**config.mk**
```make
export PLATFORM = sky130hd
export DESIGN_NAME = ring_phase_monitor
export DESIGN_NICKNAME = d
export VERILOG_FILES = /design/src/rtl/ring_phase_monitor.sv
export SDC_FILE = /design/constraint.sdc
export NUM_CORES = 1
export LEC_CHECK = 0
export CORE_UTILIZATION = 35
export DETAILED_ROUTE_END_ITERATION = 10
export GPL_TIMING_DRIVEN = 0
export PLACE_DENSITY = 0.66
export SLEW_MARGIN = 25
export SYNTH_ARGS = -nofsm -noshare
export SYNTH_HDL_FRONTEND = slang
export SYNTH_SLANG_ARGS = --single-unit
```
**constraint.sdc**
```tcl
create_clock -name clock -period 2 [get_ports clock]
set_input_delay 0.3 -clock clock [delete_from_list [all_inputs] [get_ports clock]]
set_output_delay 0.3 -clock clock [all_outputs]
set_load 0.005 [all_outputs]
```
**src/rtl/ring_phase_monitor.sv**
```systemverilog
// Checker/decoder for a one-hot rotating ring: locks onto a clean rotation,
// reports the hot-bit phase, counts revolutions and flags/counts sequence faults.
module ring_phase_monitor #(
  parameter int WIDTH      = 4,
  parameter int LOCK_COUNT = 3,
  parameter int REV_W      = 8,
  parameter int ERR_W      = 8,
  localparam int PW        = $clog2(WIDTH)
) (
  input  logic             clock,
  input  logic             reset,
  input  logic [WIDTH-1:0] ring_in,
  input  logic             clear_err,
  output logic             locked,
  output logic [PW-1:0]    phase,
  output logic             wrap_pulse,
  output logic [REV_W-1:0] rev_count,
  output logic             err_pulse,
  output logic             err_sticky,
  output logic [ERR_W-1:0] err_count
);

  localparam int CW = $clog2(LOCK_COUNT + 1);

  localparam logic [WIDTH-1:0] RING_ZERO = {WIDTH{1'b0}};
  localparam logic [WIDTH-1:0] RING_ONE  = {{(WIDTH-1){1'b0}}, 1'b1};
  localparam logic [CW-1:0]    CNT_ZERO  = {CW{1'b0}};
  localparam logic [CW-1:0]    CNT_ONE   = {{(CW-1){1'b0}}, 1'b1};
  localparam logic [CW-1:0]    CNT_LOCK  = CW'(LOCK_COUNT);
  localparam logic [REV_W-1:0] REV_ONE   = {{(REV_W-1){1'b0}}, 1'b1};
  localparam logic [ERR_W-1:0] ERR_ZERO  = {ERR_W{1'b0}};
  localparam logic [ERR_W-1:0] ERR_ONE   = {{(ERR_W-1){1'b0}}, 1'b1};
  localparam logic [ERR_W-1:0] ERR_MAX   = {ERR_W{1'b1}};

  typedef enum logic [1:0] {
    ST_SEARCH  = 2'd0,
    ST_LOCKING = 2'd1,
    ST_LOCKED  = 2'd2,
    ST_FAULT   = 2'd3
  } state_t;

  function automatic logic is_onehot(input logic [WIDTH-1:0] v);
    return (v != RING_ZERO) && ((v & (v - RING_ONE)) == RING_ZERO);
  endfunction

  function automatic logic [PW-1:0] hot_index(input logic [WIDTH-1:0] v);
    logic [PW-1:0] idx;
    idx = {PW{1'b0}};
    for (int i = 0; i < WIDTH; i++) begin
      if (v[i]) begin
        idx = PW'(i);
      end
    end
    return idx;
  endfunction

  state_t             state_r;
  state_t             state_s;
  logic [WIDTH-1:0]   prev_r;
  logic [WIDTH-1:0]   prev_s;
  logic [CW-1:0]      lock_cnt_r;
  logic [CW-1:0]      lock_cnt_s;
  logic [CW-1:0]      lock_inc_s;
  logic [PW-1:0]      phase_s;
  logic               valid_s;
  logic               adv_s;
  logic               wrap_s;
  logic               wrap_pulse_s;
  logic [REV_W-1:0]   rev_count_s;
  logic               err_pulse_s;
  logic               err_sticky_s;
  logic [ERR_W-1:0]   err_base_s;
  logic [ERR_W-1:0]   err_count_s;

  // Sample classification against the previously accepted token.
  always_comb begin
    valid_s    = is_onehot(ring_in);
    adv_s      = valid_s && (ring_in == {prev_r[WIDTH-2:0], prev_r[WIDTH-1]});
    wrap_s     = adv_s && prev_r[WIDTH-1];
    lock_inc_s = lock_cnt_r + CNT_ONE;
    if (valid_s) begin
      prev_s  = ring_in;
      phase_s = hot_index(ring_in);
    end else begin
      prev_s  = prev_r;
      phase_s = phase;
    end
  end

  // Next-state and output decode; a clear is applied before a same-edge fault.
  always_comb begin
    state_s      = state_r;
    lock_cnt_s   = lock_cnt_r;
    wrap_pulse_s = 1'b0;
    rev_count_s  = rev_count;
    err_pulse_s  = 1'b0;

    if (clear_err) begin
      err_base_s   = ERR_ZERO;
      err_sticky_s = 1'b0;
    end else begin
      err_base_s   = err_count;
      err_sticky_s = err_sticky;
    end
    err_count_s = err_base_s;

    case (state_r)
      ST_SEARCH: begin
        if (valid_s) begin
          state_s    = ST_LOCKING;
          lock_cnt_s = CNT_ZERO;
        end else begin
          state_s    = ST_SEARCH;
        end
      end
      ST_LOCKING: begin
        if (adv_s) begin
          if (lock_inc_s == CNT_LOCK) begin
            state_s    = ST_LOCKED;
            lock_cnt_s = CNT_ZERO;
          end else begin
            lock_cnt_s = lock_inc_s;
          end
        end else if (valid_s) begin
          lock_cnt_s = CNT_ZERO;
        end else begin
          state_s    = ST_SEARCH;
          lock_cnt_s = CNT_ZERO;
        end
      end
      ST_LOCKED: begin
        if (adv_s) begin
          if (wrap_s) begin
            wrap_pulse_s = 1'b1;
            rev_count_s  = rev_count + REV_ONE;
          end else begin
            rev_count_s  = rev_count;
          end
        end else begin
          state_s      = ST_FAULT;
          err_pulse_s  = 1'b1;
          err_sticky_s = 1'b1;
          if (err_base_s != ERR_MAX) begin
            err_count_s = err_base_s + ERR_ONE;
          end else begin
            err_count_s = err_base_s;
          end
        end
      end
      ST_FAULT: begin
        // The sample seen here is never judged; resynchronise from scratch.
        state_s    = ST_SEARCH;
        lock_cnt_s = CNT_ZERO;
      end
      default: begin
        state_s    = ST_SEARCH;
        lock_cnt_s = CNT_ZERO;
      end
    endcase
  end

  // State, tracking registers and all registered outputs.
  always_ff @(posedge clock) begin
    if (reset) begin
      state_r    <= ST_SEARCH;
      prev_r     <= RING_ZERO;
      lock_cnt_r <= CNT_ZERO;
      locked     <= 1'b0;
      phase      <= {PW{1'b0}};
      wrap_pulse <= 1'b0;
      rev_count  <= {REV_W{1'b0}};
      err_pulse  <= 1'b0;
      err_sticky <= 1'b0;
      err_count  <= ERR_ZERO;
    end else begin
      state_r    <= state_s;
      prev_r     <= prev_s;
      lock_cnt_r <= lock_cnt_s;
      locked     <= (state_s == ST_LOCKED);
      phase      <= phase_s;
      wrap_pulse <= wrap_pulse_s;
      rev_count  <= rev_count_s;
      err_pulse  <= err_pulse_s;
      err_sticky <= err_sticky_s;
      err_count  <= err_count_s;
    end
  end

endmodule

```
; ---- After elaboration in Yosys (flattened, before gate mapping)
; Cells that the tools add are included.
[word_totals]
regBits = 30
inputBits = 7
output_inout_bits = 22
word_cells = 58
[classes]
n_addsub = 4
n_eq_ne = 8
n_mux = 22
n_bitwise = 3
n_reduce_logical = 11
[ops]
columns = op, count
row1 = $mux W8, 4
row2 = $mux W2, 9
row3 = $add A8 B1 Y8 const B, 2
row4 = $eq A2 B2 Y1 const B, 4
row5 = $ne A8 B8 Y1 const B, 1
row6 = $pmux W2 S4, 1
row7 = $mux W1, 7
row8 = $pmux W2 S3, 1
row9 = $and A4 B4 Y4, 1
row10 = $eq A4 B4 Y1, 1
row11 = $logic_not A4 Y1, 1
row12 = $reduce_bool A4 Y1, 1
row13 = $sub A4 B1 Y4 const B, 1
row14 = $logic_and A1 B1 Y1, 3
row15 = $reduce_and A3 Y1, 1
row16 = $reduce_bool A3 Y1, 1
row17 = $reduce_or A3 Y1, 1
row18 = $add A2 B1 Y2 const B, 1
row19 = $eq A2 B1 Y1 const B, 1
row20 = $logic_not A2 Y1, 1
row21 = $ne A2 B2 Y1 const B, 1
row22 = $not A1 Y1, 2
row23 = $reduce_and A2 Y1, 1
row24 = $reduce_or A2 Y1, 1

; ---- Logic depth before layout (Yosys ltp)
; Gate-level depths: netlist (run 1).
[logic_depth]
ltp_word = 8
ltp_mapped = 7

; ---- Least setup slack after synthesis (run 1)
; Ideal clock, no wire load.
[synth_timing]
kind = reg2reg
from = register err_count[1]
to = register err_count[3]
setup_ps = 70
arrival_ps = 1696
setup_slack_ps = 233
path_stages_with_launch = 8
path_buffers = 0
path_cell_list = dfxtp_1 nor2b_1 ha_1 and4b_1 a41oi_1 o21ai_2 or3_1 a21oi_1
[synth_via]
elab_chain_len = 5
word_cells_on_any_way = 6
cone_classes = 1 x add/sub / 1 x eq/ne / 4 x mux
[synth_rtl]
columns = element, line
row1 = start: declaration, 20  ; output logic [ERR_W-1:0] err_count
row2 = start signal: assignment, 185  ; err_count <= err_count_s;
row3 = $mux W8 (*), 98  ; if (clear_err) begin
row4 = $add A8 B1 Y8 / $ne A8 B8 Y1 (equally long branches), "144, 143"
row5 = $mux W8 (*), 143  ; if (err_base_s != ERR_MAX) begin
row6 = $mux W8 (*), 132  ; if (adv_s) begin
row7 = $mux W8 (*), 107  ; case (state_r)
; Mark *: on every way between the ends. The rest lies on a longest branch, timed or not.
; A chain may end at the register's enable or synchronous reset.

; ---- Final worst setup path (run 1)
; Same ends and word-level chain as after synthesis.

==> key figures, run 1 <==
Die
  – Die ar.: between 4000 and 5000 um^2
  – Core Region: approximately 4400 um^2
  – Die height: about 70 um
  – Initial Util: a little over a third
  – Die width: around 70 um
  – Rows: 24
  – # IOs: 29

GRT
  – Met1 Track Usage GR: approximately a fifth
  – First-pass GRT wire length: a little over 6 mm
  – GRT Max-Usage Layer: met2
  – Met3 Track Usage GR: approximately 5.4%
  – Initial antenna violation count: 0
  – Vias in the first global route: ~1,300
  – GR Overflow Total: 0
  – Largest net degree at the start of global routing: 11
  – GR Layer Usage met2: about a quarter
  – Gr usage total: 16.10%

CTS
  – CTS Sinks: 30
  – Root buf cell: clkbuf_8
  – CTS tree: yes
  – CTS buffer count: 5
  – Clk slew on worst S/H paths: roughly 70 ps
  – Clock Path Buffers: 2
  – Worst-Skew Late Latency: roughly 290 ps
  – Htree depth: 2

Worst setup path
  – Crit-path cells: nor2b_2, ha_1, and4b_1, a41oi_2, o21ai_2, or3_1, a21oi_1
  – CP arrival: around 2100 ps
  – Type of origin of the critical path: register
  – Crit path max-delay family: simple AND/OR/NAND/NOR gates
  – CP max FO: 6
  – CP max stage cell: or3_1
  – Worst Setup End Kind: register
  – WP data required: around 2200 ps
  – Worst path max stage delay: approximately 370 ps
  – CP bufs+invs: 0
  – Crit Path Class: reg -> reg

Detailed routing
  – DRC Markers: 0
  – Detail Route Antenna Nets: 0
  – Wire per inst: between 10 and 15 um
  – Drt via density: 5.290
  – Routed WL: ~3.7 mm
  – Initial DRT Pass Iterations: 4
  – Vias: 1,460
  – Initial drt markers: 59

Power
  – Leak: 0.0007612 uW
  – Power per cell area: between 700 and 800 nW/um^2
  – Total Power: about 1500 uW
  – Worst VDD drop: about 0.00063 V

Layout
  – Post-layout util: between 40 and 50%
  – Ratio of cells with drive above 1 in the final layout: between 10% and 20%
  – Synth-to-layout area growth: 33.75%
  – Nets: roughly 230
  – Antenna cell count: 0

Yosys
  – Syn Area/Cell: roughly 8.7 um^2
  – Synth area leader: dfxtp_1
  – Yosys warns: 0
  – Post-Syn Area: ~1600 um^2
  – Cells after Synth: about 180
  – Async SR Flop Fraction: 0%
  – Top cells by area, synth: dfxtp_1 (37%), xnor2_1 (5.5%), nor2_1 (5.1%), a21oi_1 (4.4%), nor2b_1 (3.1%)
  – Seq cells post-synth: 30
  – Post-synth EDFFs: 0
  – Seq/Total Area, Yosys: 37.41%
  – Library cells used by synthesis: 50
  – Ys flop type: dfxtp_1
  – Synthesized Nets: 193
  – Yosys top cell area share: between 30% and 40%

Placed design
  – Pre-CTS setup slack: -621.1 ps
  – Placer Congestion: roughly 0.8
  – Port bufs: 26
  – Final HPWL from detailed placement: between 2 and 3 mm

Timing
  – Setup-failing EPs final: 0
  – RSZ-0062 raised after global routing: yes
  – Max Clock Freq: ~530 MHz
  – Fin Hold WS: about 340 ps
  – Final period utilization: between 90% and 100%
  – Worst-margin pin slew: roughly 500 ps
  – Worst Skew: between 6 and 7 ps
  – Tmin final: between 1500 and 2000 ps
  – Hold Vio Cnt, Final: 0
  – Final worst slack: approximately 110 ps
  – Max Slew Vio Count: 0
  – Max_slew headroom: between 60% and 70%

Worst hold path
  – Worst min-delay path class: in -> reg

Run
  – Max cap viols: 0

Status
  – Status: complete, no violations
[timing repair]
| action | CTS | global route |
|---|---|---|
| pin swaps | 2 | 1 |
| hold buffers | 0 | 0 |
| setup endpoints to repair | 16 | 15 |
| setup buffers | 2 | 3 |
| gates cloned | 0 | 1 |
| gates resized for setup | 6 | 8 |
[per-layer routing]
layer / routed length, um / part of all wire [%]
met5: 0 / 0
met4: 68 / 1.8
met3: 150 / 4.0
met2: 1761 / 47
met1: 1760 / 47
[path summary, 6_finish.rpt]
check                                  start            to  slack (ps)  depth (start not counted)
worst max register to register  err_count[1]  err_count[3]         110                          7
worst max-delay path            err_count[1]  err_count[3]         110                          7
worst min-delay path              ring_in[0]     prev_r[0]         340                          3
worst min register to register    err_sticky    err_sticky         470                          2
[flip-flops by register name, summed over array words and instances (netlist names), 2 cells and up]
signal      cells
lock_cnt_r      2
err_count       8
prev_r          4
state_r         2
phase           2
rev_count       8
[kinds of logic (layout without fill, tap and decap cells)]
kind of cell	after synthesis	after routing	share of synthesized area (%)
multiplexers	4	4	2.494
flip-flops	30	30	37.41
AND/OR/NAND/NOR	78	78	29.70
buffers and inverters	17	57	5.144
AO/OA/AOI/OAI	41	41	17.07
XOR/XNOR	11	11	6.001
adder cells (fa/ha/maj)	3	3	2.182
[worst reg2reg max path: cells and delay by family (launching register included)]
family	cells	cell delay [ps]
and+or+nand+nor	3	800
adders and majority gates	1	220
DFF	1	330
AOI/OAI and AO/OA	3	470
[where the power goes]
group / switching [uW] / internal (uW)
Combinational: 75.9 / 57.0
Clock: 239 / 531
Sequential: 6.47 / 605
Total: 322 / 1190
[Yosys cell counts, types with 4 or more instances]
cell,n
nor4_2,4
nand3_1,7
o21ai_0,8
inv_1,7
xnor2_1,10
nor2_1,22
a21oi_1,14
nand4_1,4
nor2b_1,8
dfxtp_1,30
mux2i_1,4
or3_1,4
clkbuf_1,4
nand2_1,8
[cell type report]
type,instances,area [um^2]
sequential,30,600.6
timing repair buffer,32,302.8
clock inverter,2,60.06
multi-input combinational,137,944.7
inverter,7,26.28
buffer,10,65.06
clock buffer,6,82.58
fill,422,2237
tap,52,65.06
[metrics by stage]
| step | instance area, um^2 | TNS [ps] | instances |
|---|---|---|---|
| 3_3_place_gp | 1931 | -7708 | 262 |
| 3_5_place_dp | 1931 | -8314 | 262 |
| 2_1_floorplan | 1605 | 0 | 184 |
| 6_report | 2147 | 0 | 276 |
| 5_1_grt | 2147 | -72.33 | 276 |
| 4_1_cts | 2101 | 0 | 272 |
[placed cells by master, fill, tap and decap left out, drive strengths merged, types with 4 or more instances in the layout]
master / synthesis / routed
nor4: 7 / 7
clkdlybuf4s50: 0 / 23
inv: 7 / 7
clkbuf: 4 / 11
dfxtp: 30 / 30
mux2i: 4 / 4
nor2b: 8 / 8
buf: 6 / 12
nor4b: 4 / 4
nand3: 7 / 7
o21ai: 10 / 10
nor2: 23 / 23
a21oi: 14 / 14
or3: 4 / 4
nand2: 8 / 8
xnor2: 10 / 10
nand4: 5 / 5
No activity file was read; power rests on OpenSTA's default activity.
==> run 2, diff against run 1 <==
==> constraint.sdc (replaced) <==
create_clock -name clock -period 2 [get_ports clock]
set_input_delay 0.2 -clock clock [delete_from_list [all_inputs] [get_ports clock]]
set_output_delay 0.2 -clock clock [all_outputs]
set_load 0.005 [all_outputs]
==> key figures, run 2 (same netlist as run 1, synthesis figures left out) <==
Run
  – Max cap viols: 0

CTS
  – Htree depth: 2
  – CTS Hold Bufs: 0
  – Root buf cell: clkbuf_8
  – CTS tree: yes
  – Clk slew on worst S/H paths: 70 ps
  – CTS buffer count: 5
  – Worst-Skew Late Latency: between 200 and 300 ps
  – CTS Sinks: 30
  – Clock Path Buffers: 2

Power
  – Worst VDD drop: 0.0006701 V
  – Power per cell area: approximately 700 nW/um^2
  – Leak: 0.0007484 uW
  – Total Power: 1513 uW

Die
  – Die width: roughly 70 um
  – Die ar.: between 4000 and 5000 um^2
  – Initial Util: about 37%
  – Die height: approximately 70 um
  – Core Region: 4384 um^2
  – Rows: 24
  – # IOs: 29

Worst setup path
  – Crit Path Class: in -> reg
  – Type of origin of the critical path: input port
  – R2R depth: 7
  – CP max FO: 9
  – R2R setup slack: 130 ps
  – Worst Setup End Kind: register
  – Reg2Reg Launch Point: err_count[1]
  – R2R Path End: err_count[3]
  – WP data required: ~2200 ps
  – CP arrival: between 2000 and 2500 ps

Layout
  – Post-layout util: between 40 and 50%
  – Ratio of cells with drive above 1 in the final layout: between 10% and 20%
  – Most frequent cells in the layout: dfxtp_1 (29), clkdlybuf4s50_1 (25), nor2_1 (22)
  – Register area: approximately 600 um^2
  – Synth-to-layout area growth: 35.07%
  – Non-filler cells in the finished layout: between 200 and 300
  – Largest registers: err_count: 8 flops, rev_count: 8 flops, prev_r: 4 flops
  – Most common cell after layout, fill and taps aside: dfxtp_1
  – Final Cell Area: about 2200 um^2
  – Antenna cell count: 0
  – Multi-input logic area: ~960 um^2
  – Filler cell count: 420
  – Nets: around 230

Placed design
  – Final HPWL from detailed placement: 2.550 mm
  – Placed cell count: 262
  – Port bufs: 26
  – Placer Congestion: a little over 0.8
  – DP Area: roughly 1900 um^2

Worst hold path
  – HP Start: ring_in[0]
  – Worst min-delay path class: in -> reg
  – Worst hold path depth: 3
  – WHS Endpoint: prev_r[0]

Timing
  – Hold Vio Cnt, Final: 0
  – Fin Hold WS: about 240 ps
  – RSZ-0062 raised after global routing: no
  – Setup-failing EPs final: 0
  – Worst Skew: 6.564 ps
  – Worst-margin pin slew: between 500 and 600 ps
  – Max_slew headroom: around two thirds
  – Final period utilization: roughly 96%
  – Max Clock Freq: about 520 MHz
  – Max Slew Vio Count: 0
  – Tmin final: 1915 ps

GRT
  – Largest net degree at the start of global routing: 11
  – GR Overflow Total: 0
  – Vias in the first global route: approximately 1,300
  – Initial antenna violation count: 0
  – First-pass GRT wire length: about 6.1 mm
  – Gr usage total: 16.06%

Detailed routing
  – Wire per inst: 13.35 um
  – Drt via density: around 5.3
  – Initial DRT Pass Iterations: 5
  – Detail Route Antenna Nets: 0
  – Initial drt markers: 51
  – Routed WL: 3.699 mm
  – Vias: approximately 1,500
  – DRC Markers: 0

Status
  – Status: complete, no violations
[run 2: changes by cell type in the layout (fill, tap and decap cells not counted), sizes merged]
cell,delta
clkdlybuf4s50,+2
dlymetal6s2s,-2
buf,+1
clkbuf,-1
dlygate4sd2,+1
[run 2: stage by stage]
stage | setup TNS, ps | worst slack, ps
after floorplan | 0 | 233.3
after global placement | -5329 | -522.7
after detailed placement | -5835 | -521.1
after CTS | 0 | 26.33
after global routing | 0 | 7.126
final | 0 | 84.89
[run 2: routing by layer]
layer | share of wire (%) | global-route usage [%]
met1 | 47 | 20.13
met2 | 46 | 25.24
met3 | 5.2 | 5.378
met4 | 1.7 | 6.667
met5 | 0 | 0
[run 2: repair_timing]
action,CTS,global route
buffers inserted,1,6
pin swaps,1,2
endpoints found under the setup margin,6,13
gates resized for setup,4,11
[run 2: power by group]
part           switching, uW  internal (uW)
clock network            238            531
logic                   75.6           56.6
registers               6.46            605
total                    320           1190
[run 2: layout make-up]
class | instances | share of cell area, %
Buffer | 10 | 3.001
Clock buffer | 6 | 3.808
Clock inverter | 2 | 2.770
Inverter | 7 | 1.212
Multi-Input combinational cell | 137 | 44.09
Sequential cell | 30 | 27.76
Tap cell | 52 | 3.001
Timing Repair Buffer | 33 | 14.37
[run 2: worst max-delay path by stage]
stage / start / endpoint / slack [ps]
after floorplan: err_count[1] / err_count[3] / 230
after global placement: clear_err / err_count[5] / -520
after detailed placement: clear_err / err_count[5] / -520
after CTS: ring_in[2] / err_count[7] / 30
after global routing: ring_in[2] / err_count[7] / 7
final: ring_in[2] / err_count[4] / 80
[run 2: worst max-delay path: stages]
cell             delay, ps
clkdlybuf4s50_1        490
xor2_1                 220
a211oi_4               510
buf_6                  220
o211ai_1               130
o31ai_1                250
a21oi_1                 60
==> run 3, diff against run 2 <==
- RECOVER_POWER: default -> 100
==> key figures, run 3 (same netlist as run 1, synthesis figures left out) <==
Timing
  – Final worst slack: just over 80 ps
  – Max_slew headroom: approximately two thirds
  – Worst-margin pin slew: slightly above 500 ps
  – Setup-failing EPs final: 0
  – Sum Neg Setup Slack: 0 ps
  – Max Slew Vio Count: 0
  – RSZ-0062 raised after global routing: no
  – Final period utilization: 95.85%
  – Hold Vio Cnt, Final: 0
  – Worst Skew: ~6.5 ps
  – Tmin final: about 1900 ps
  – Max Clock Freq: 521.6 MHz

Die
  – Die ar.: between 4000 and 5000 um^2
  – # IOs: 29
  – Core Region: 4384 um^2
  – Rows: 24
  – Die width: ~70 um
  – Initial Util: between 30 and 40%
  – Die height: between 60 and 70 um

Placed design
  – Pre-CTS setup slack: -521.1 ps
  – Port bufs: 26
  – DP Area: approximately 1900 um^2
  – Final HPWL from detailed placement: ~2.5 mm
  – Placer Congestion: a little over 0.8

Layout
  – Largest registers: err_count: 8 flops, rev_count: 8 flops, prev_r: 4 flops
  – Filler cell count: around 420
  – Ratio of cells with drive above 1 in the final layout: approximately a fifth
  – Most frequent cells in the layout: dfxtp_1 (29), dlygate4sd3_1 (23), nor2_1 (22)
  – Final Cell Area: between 2000 and 2500 um^2
  – Nets: 233
  – Most common cell after layout, fill and taps aside: dfxtp_1
  – Synth-to-layout area growth: 35.00%
  – Multi-input logic area: around 950 um^2
  – Register area: between 600 and 700 um^2
  – Antenna cell count: 0

Detailed routing
  – DRC Markers: 0
  – Vias: 1,449
  – Initial drt markers: 52
  – Wire per inst: between 10 and 15 um
  – Detail Route Antenna Nets: 0
  – Drt via density: 5.231
  – Routed WL: between 3 and 4 mm
  – Initial DRT Pass Iterations: 4

CTS
  – CTS tree: yes
  – Htree depth: 2
  – CTS Hold Bufs: 0
  – Clock Path Buffers: 2
  – CTS Sinks: 30
  – Root buf cell: clkbuf_8
  – Clk slew on worst S/H paths: roughly 70 ps
  – Worst-Skew Late Latency: between 200 and 300 ps
  – CTS buffer count: 5

Worst setup path
  – CP max stage cell: a211oi_4
  – CP arrival: around 2100 ps
  – Worst Setup End Kind: register
  – CP max FO: 9
  – WP data required: 2180 ps
  – Type of origin of the critical path: input port
  – Crit-path cells: clkdlybuf4s50_1, xor2_1, a211oi_4, buf_6, o211ai_1, o31ai_1, a21oi_1
  – Crit Path Class: in -> reg
  – Worst path max stage delay: about 500 ps

GRT
  – Vias in the first global route: 1,327
  – GR Overflow Total: 0
  – First-pass GRT wire length: roughly 6.1 mm
  – Largest net degree at the start of global routing: 11
  – Initial antenna violation count: 0
  – Gr usage total: 16.06%

Worst hold path
  – Worst min-delay path class: in -> reg

Power
  – Power per cell area: around 700 nW/um^2
  – Leak: 0.0008266 uW
  – Worst VDD drop: approximately 0.00067 V

Run
  – Max cap viols: 0

Status
  – Status: complete, no violations
run 3: critical path, delay by kind of cell:
kind            cells  cell delay, ps
compound gates      4             960
buf+inv             2             710
xor+xnor            1             220
run 3: worst paths after layout:
path                                   start      endpoint  slack (ps)  cells past startpoint
worst max register to register  err_count[1]  err_count[3]         140                      7
worst min register to register    err_sticky    err_sticky         460                      2
worst max-delay path              ring_in[2]  err_count[4]          80                      7
worst min-delay path              ring_in[0]     prev_r[0]         250                      3
run 3: layout make-up:
cell class	instances	area share, %
clock buffer	6	3.811
sequential	30	27.77
timing repair buffer	33	14.38
clock inverter	2	2.771
inverter	7	1.212
buffer	10	3.002
tap	52	3.002
multi-input combinational	137	44.05
run 3: per-stage QoR:
stage | cells | util, % | total power [uW] | hold WS (ps)
after floorplan | 184 | - | 707.4 | 375.2
after global placement | 262 | 44.04 | 745.1 | 462.1
after detailed placement | 262 | 44.04 | 746.2 | 461.2
after CTS | 271 | 47.60 | 1513 | 242.7
after global routing | 277 | 49.43 | 1565 | 257.5
final | 277 | 49.43 | 1512 | 245.2
run 3: power by group:
part           switching [uW]  internal, uW
clock                     238           531
combinational            75.6          55.0
sequential               6.30           605
total                     320          1190
run 3: repair_timing:
item,in CTS,in global routing
resized for setup,4,11
endpoints found under the setup margin,6,13
pin swaps,1,2
setup buffers,1,6
run 3: routing by layer:
layer / share of wire (%) / track usage [%] / wire, um
met4: 1.6 / 6.667 / 61
met2: 46 / 25.24 / 1711
met3: 4.4 / 5.378 / 162
met5: 0 / 0 / 0
met1: 48 / 20.13 / 1773
